==> src/rtl/stage1.sv <==
// -----------------------------------------------------------------------------
// stage1 -- operand-fetch stage 1 of the processor pipeline.
//
// Resolves the operand vr_value from the source field vr_source.
// The addressing mode mblock_s1 selects how it is resolved:
//   0 = RAM direct     : vr_value = RAM[vr_source]               (zero latency)
//   1 = RAM indirect   : ptr = RAM[vr_source][15:0], then
//                        vr_value = RAM[ptr]                     (one cycle)
//   2 = input device   : vr_value = DEV[vr_source]               (zero latency)
//   3 = constant       : vr_value = zero-extended vr_source      (zero latency)
//
// Ports
//   clk                    in   1   system clock, rising edge
//   reset                  in   1   asynchronous, active-high reset
//   mblock_s1              in   2   addressing mode
//   vr_source              in   8   address / constant operand
//   in_valid               in   1   request valid; qualifies vr_valid, starts mode 1
//   ram_value              in   32  RAM read data (combinational from ram_address)
//   input_devices_value    in   32  device read data (combinational from address)
//   ram_address            out  16  RAM read address (0 when RAM not selected)
//   input_devices_address  out  8   device address (0 unless IDLE mode 2)
//   vr_value               out  32  resolved operand (combinational)
//   vr_valid               out  1   vr_value is final this cycle
//   busy                   out  1   mode-1 dereference in progress
//   vr_value_q             out  32  last valid vr_value, registered
// -----------------------------------------------------------------------------
module stage1 (
  input  logic        clk,
  input  logic        reset,
  input  logic [1:0]  mblock_s1,
  input  logic [7:0]  vr_source,
  input  logic        in_valid,
  input  logic [31:0] ram_value,
  input  logic [31:0] input_devices_value,
  output logic [15:0] ram_address,
  output logic [7:0]  input_devices_address,
  output logic [31:0] vr_value,
  output logic        vr_valid,
  output logic        busy,
  output logic [31:0] vr_value_q
);

  typedef enum logic {
    IDLE  = 1'b0,
    DEREF = 1'b1
  } state_t;

  typedef enum logic [1:0] {
    MODE_RAM_DIRECT   = 2'd0,
    MODE_RAM_INDIRECT = 2'd1,
    MODE_DEVICE       = 2'd2,
    MODE_CONSTANT     = 2'd3
  } mode_t;

  state_t      state_q, state_d;
  logic [15:0] ptr_q, ptr_d;
  logic [31:0] vr_value_d;
  mode_t       mode;

  assign mode = mode_t'(mblock_s1);

  always_comb begin
    state_d               = state_q;
    ptr_d                 = ptr_q;
    ram_address           = '0;
    input_devices_address = '0;
    vr_value              = '0;
    vr_valid              = 1'b0;
    busy                  = 1'b0;

    unique case (state_q)
      DEREF: begin
        // Second half of an indirect fetch; request inputs are ignored here.
        ram_address = ptr_q;
        vr_value    = ram_value;
        vr_valid    = 1'b1;
        busy        = 1'b1;
        state_d     = IDLE;
      end
      default: begin
        unique case (mode)
          MODE_RAM_DIRECT: begin
            ram_address = {8'h00, vr_source};
            vr_value    = ram_value;
            vr_valid    = in_valid;
          end
          MODE_RAM_INDIRECT: begin
            ram_address = {8'h00, vr_source};
            if (in_valid) begin
              // Only the low 16 bits form the pointer; upper bits are ignored.
              ptr_d   = ram_value[15:0];
              state_d = DEREF;
            end
          end
          MODE_DEVICE: begin
            input_devices_address = vr_source;
            vr_value              = input_devices_value;
            vr_valid              = in_valid;
          end
          default: begin
            vr_value = {24'h000000, vr_source};
            vr_valid = in_valid;
          end
        endcase
      end
    endcase

    vr_value_d = vr_valid ? vr_value : vr_value_q;
  end

  always_ff @(posedge clk or posedge reset) begin
    if (reset) begin
      state_q    <= IDLE;
      ptr_q      <= '0;
      vr_value_q <= '0;
    end else begin
      state_q    <= state_d;
      ptr_q      <= ptr_d;
      vr_value_q <= vr_value_d;
    end
  end

endmodule

==> config.mk <==
export PLATFORM = sky130hd
export DESIGN_NAME = stage1
export DESIGN_NICKNAME = d
export VERILOG_FILES = /design/src/rtl/stage1.sv
export SDC_FILE = /design/constraint.sdc
export NUM_CORES = 1
export LEC_CHECK = 0
export BUFFER_PORTS_ARGS = -buffer_cell sky130_fd_sc_hd__buf_4
export CAP_MARGIN = 20
export CORE_MARGIN = 2
export CORE_UTILIZATION = 44
export DETAILED_ROUTE_END_ITERATION = 12
export MAX_ROUTING_LAYER = met4
export PLACE_DENSITY = 0.82
export SLEW_MARGIN = 20
export SYNTH_ARGS = -nofsm -noshare
export SYNTH_HDL_FRONTEND = slang
export SYNTH_SLANG_ARGS = --single-unit
==> constraint.sdc <==
create_clock -name clk -period 2.2 [get_ports clk]
set_input_delay 0.11 -clock clk [delete_from_list [all_inputs] [get_ports clk]]
set_output_delay 0.11 -clock clk [all_outputs]
set_load 0.005 [all_outputs]
; ---- After elaboration in Yosys (flattened, before gate mapping)
; Cells that the tools add are included.
[word_totals]
in_bits = 77
output_inout_bits = 90
word_cells = 21
ff_bits = 49
rom_bits = 0
n_memories = 0
latchBits = 0
mem_bits_rw = 0
[op_classes]
n_reduce_logical = 3
n_addsub = 0
order_cmp = 0
bitwise = 1
multipliers = 0
shift = 0
n_div = 0
mux = 12
eq_ne = 2
[ops]
columns = op, count
row1 = one-hot mux 32 bit (3 select lines), 1
row2 = 2-to-1 mux 32 bit, 1
row3 = 2-to-1 mux 8 bit, 3
row4 = 2-to-1 mux 16 bit, 1
row5 = 2-to-1 mux 1 bit, 6
row6 = AND reduction 3 bit, 1
row7 = == test 2 x 1 -> 1 bit (second input constant), 1
row8 = == test 2 bit (second input constant), 1
row9 = logical NOT 2 bit, 1
row10 = OR reduction 2 bit, 1
row11 = inverter 1 bit, 1

; ---- Logic depth before layout (Yosys ltp)
[logic_depth]
ltp_word = 4
depth_mapped = 6
ltp_nobuf = 3

; ---- Least setup slack after synthesis
; OpenSTA, ideal clock, no wires.
[synth_path]
path_kind = register to register
from = register state_q
to = register ptr_q[10]
path_stages_with_launch = 5
synth_period_minus_slack_ps = 1586
arrival_ps = 1461
slack_ps = 614
setup_ps = 125
path_buffers = 2
path_cell_list = dfrtp_1 buf_4 nor3b_4 buf_4 mux2_2
[synth_via]
elab_chain_cells = 2
[synth_lines]
columns = item, line
row1 = "start, declared", 55  ; state_t state_q, state_d;
row2 = "start signal, assigned", 117  ; state_q <= state_d;
row3 = inverter 1 bit (no source line), --
row4 = AND reduction 3 bit (no source line), --
row5 = "end signal, assigned", 118  ; ptr_q <= ptr_d;
row6 = "end, declared", 56  ; logic [15:0] ptr_q, ptr_d;
; No other way between the ends.
; A chain may end at the register's enable or synchronous reset.

; ---- Worst setup path in the final report
[layout_path]
from = register state_q
to = output vr_value[11]
[layout_via]
elab_chain_cells = 1
[layout_lines]
columns = item, line
row1 = 2-to-1 mux 32 bit, 71  ; unique case (state_q)
row2 = "end, declared", 37  ; output logic [31:0] vr_value,
; No other way between the ends.

==> results.toml <==
[logic_synthesis]
synth-seq-cells = 49
syn_nets = 319
synth_top_family_by_area = "multiplexers"
synthAdderAreaFrac_pct = 0
syn_avg_cell_area_um2 = 11.95
synth.area.mux_share_pct = 22.76
synth_area_um2 = 2892
ys_async_sr_fraction_pct = 100.0
yosys_warnings = 0
synth_flop_cell = "dfrtp_1"
synth-edff-count = 0
synth-compound-area-share_pct = 15.19
synth_seq_area_share_pct = 42.41
netlist_instances = 242
synthSimpleGateAreaFrac_pct = 12.42
synthXorXnorAreaFrac_pct = 0
synth_cell_types = 24

[global_routing]
grt_max_degree = 36
grt-ovfl-total = 0
gr-usage-all-layers_pct = 23.79
grt_pass1_vias = 2656
grt_pass1_wl_um = 13280
antenna_found_initial = 0

[timing]
fmax_ghz = 0.4932
rsz0062_at_grt = "false"
hold_viol_final = 0
max_slew_margin_pct = 58.87
tightestPinTransition_ps = 616.1
fin_tns_setup_ps = 0
min_period_over_period_pct = 92.16
hold_ws_ps = 52.26
clock_skew_ps = 8.025
fin_crit_ps = 2028
slew_violations = 0
finalSetupViolations = 0

[clock_tree]
clock-sinks = 49
cts_root_buffer = "clkbuf_8"
cts_buffers = 5
htree_levels = 2
postCtsSetupBuffers = 0
cts_tree = "built"
clkTransAtPathRegs_ps = 90
clockBufferDepth = 2
hold_buffers = 1
cts-resized-gates = 0
clkLatencyLatePin_ps = 290

[floorplanning]
die_area_um2 = 7236
ioPinCount = 167
num_rows = 29
fp.dieW_um = 85.07
core_um2 = 6350
die_h_um = 85.07
start_util_pct = 45.54

[final_layout]
antenna_cells = 0
layout-drive-gt1-share_pct = 60.64
nets = 480
syn_to_final_growth_pct = 47.73
instances_no_fill = 481
fillers = 525
stdcell_area_um2 = 4272
final_util_pct = 67.27

[worst_hold_path]
holdCritStartpoint = "ram_value[6]"
min_path_type = "in2reg"
hold_depth = 2
min_to = "ptr_q[6]"

[worst_setup_path]
cp-startpoint = "state_q"
required_ps = 2090
worstSetupPathType = "reg2out"
r2r_cells = 4
arrival_ps = 1920
path_max_fanout = 35
rrSetupSlack_ps = 440
reg2reg_to = "vr_value_q[20]"
rr_startpoint = "state_q"
cp-start-kind = "flop"
cp-end-kind = "output port"

[routing]
ant_nets = 0
viasPerCell = 5.414
wirelength_um = 8571
dr_total_vias = 2604
wl_per_cell_um = 17.82
first_iter_violations = 144
drt_pass1_iterations = 5
drc_errors = 0

[pwr]
power.density_nw_per_um2 = 584.7
total_leakage_power_nw = 2.165
max-vdd-ir-drop_uv = 398.8

[placement]
dpl.cell_count = 472
portBuffers = 166
routabilityCongestion = 0.8651
placed_area_um2 = 4179
dpl.hpwl_um = 6451

[run_status]
status = "finished, final reports clean"

[flow_run]
max-cap-violations = 0
-- synth_stat cells (all sizes together) (2+ instances only) --
library cell  instances  share of area, %
dfrtp                49                42
clkbuf                6              0.78
nand3b               17               4.4
nand2                17               2.2
and2                 16               3.5
o221ai               17               7.3
buf                  15               4.1
a22o                 15               4.5
nand2b                2              0.69
inv                  18               2.3
nor3b                 2               1.3
o2bb2ai               8               2.4
mux2                 48                20
mux2i                 8               2.8
-- placed cells by master (no fill, tap or decap), types with 5 or more instances in the layout --
cell	n
o221ai_1	7
and2_1	16
nand2_1	17
nand3b_1	17
clkbuf_8	5
mux2_2	38
buf_4	172
a22o_1	15
inv_1	17
o2bb2ai_1	8
dfrtp_1	48
mux2i_1	8
o221ai_2	10
mux2_4	10
-- kinds of logic after synthesis --
logic type / count (synthesis)
mux: 56
flops: 49
compound gates: 42
buf+inv: 39
simple gates: 56
-- where the power goes --
part / leakage, nW / total (mW) / switching [mW] / internal [mW]
logic: 1.51 / 0.839 / 0.320 / 0.519
registers: 0.609 / 1.14 / 0.0868 / 1.05
clock network: 0.0450 / 0.518 / 0.297 / 0.221
-- worst max-delay path by stage --
stage | end | slack, ps | depth (start not counted)
after detailed placement | vr_value_q[15] | 440 | 4
after CTS | vr_value[11] | 160 | 4
after global routing | vr_value[11] | 60 | 4
final | vr_value[11] | 170 | 4
after floorplan | ptr_q[10] | 610 | 4
after global placement | vr_value_q[16] | 500 | 4
-- routing by layer --
layer / GRT usage [%] / part of all wire (%) / vias up
met2: 40.63 / 51 / 114
met4: 5.772 / 2.0 / 0
met5: - / 0 / -
met3: 4.864 / 6.7 / 14
li1: - / - / 1196
met1: 28.96 / 40 / 1280
-- final cells by class --
type / count / area (µm²) / share of cell area, %
Multi-Input combinational cell: 154 / 1456 / 34.09
Timing Repair Buffer: 175 / 1341 / 31.40
Sequential cell: 49 / 1227 / 28.73
Tap cell: 77 / 96.34 / 2.255
Clock buffer: 6 / 72.57 / 1.699
Inverter: 18 / 67.56 / 1.582
Clock inverter: 2 / 10.01 / 0.2343
-- critical path: stages, from the launching register on --
cell and delay [ps]:
dfrtp_2 630, nor3b_4 430, buf_4 250, a22o_1 180, buf_4 120
-- metrics by stage --
stage	worst slack [ps]	power, mW
after global placement	501.0	1.970
after detailed placement	443.6	1.998
after global routing	57.45	2.624
after floorplan	614.0	1.535
after CTS	164.6	2.524
final	172.5	2.498
-- flip-flops by register name (all words and copies together), names as in the netlist --
signal	cells
state_q	1
vr_value_q	32
ptr_q	16
Power figures use the tool's default switching activity.
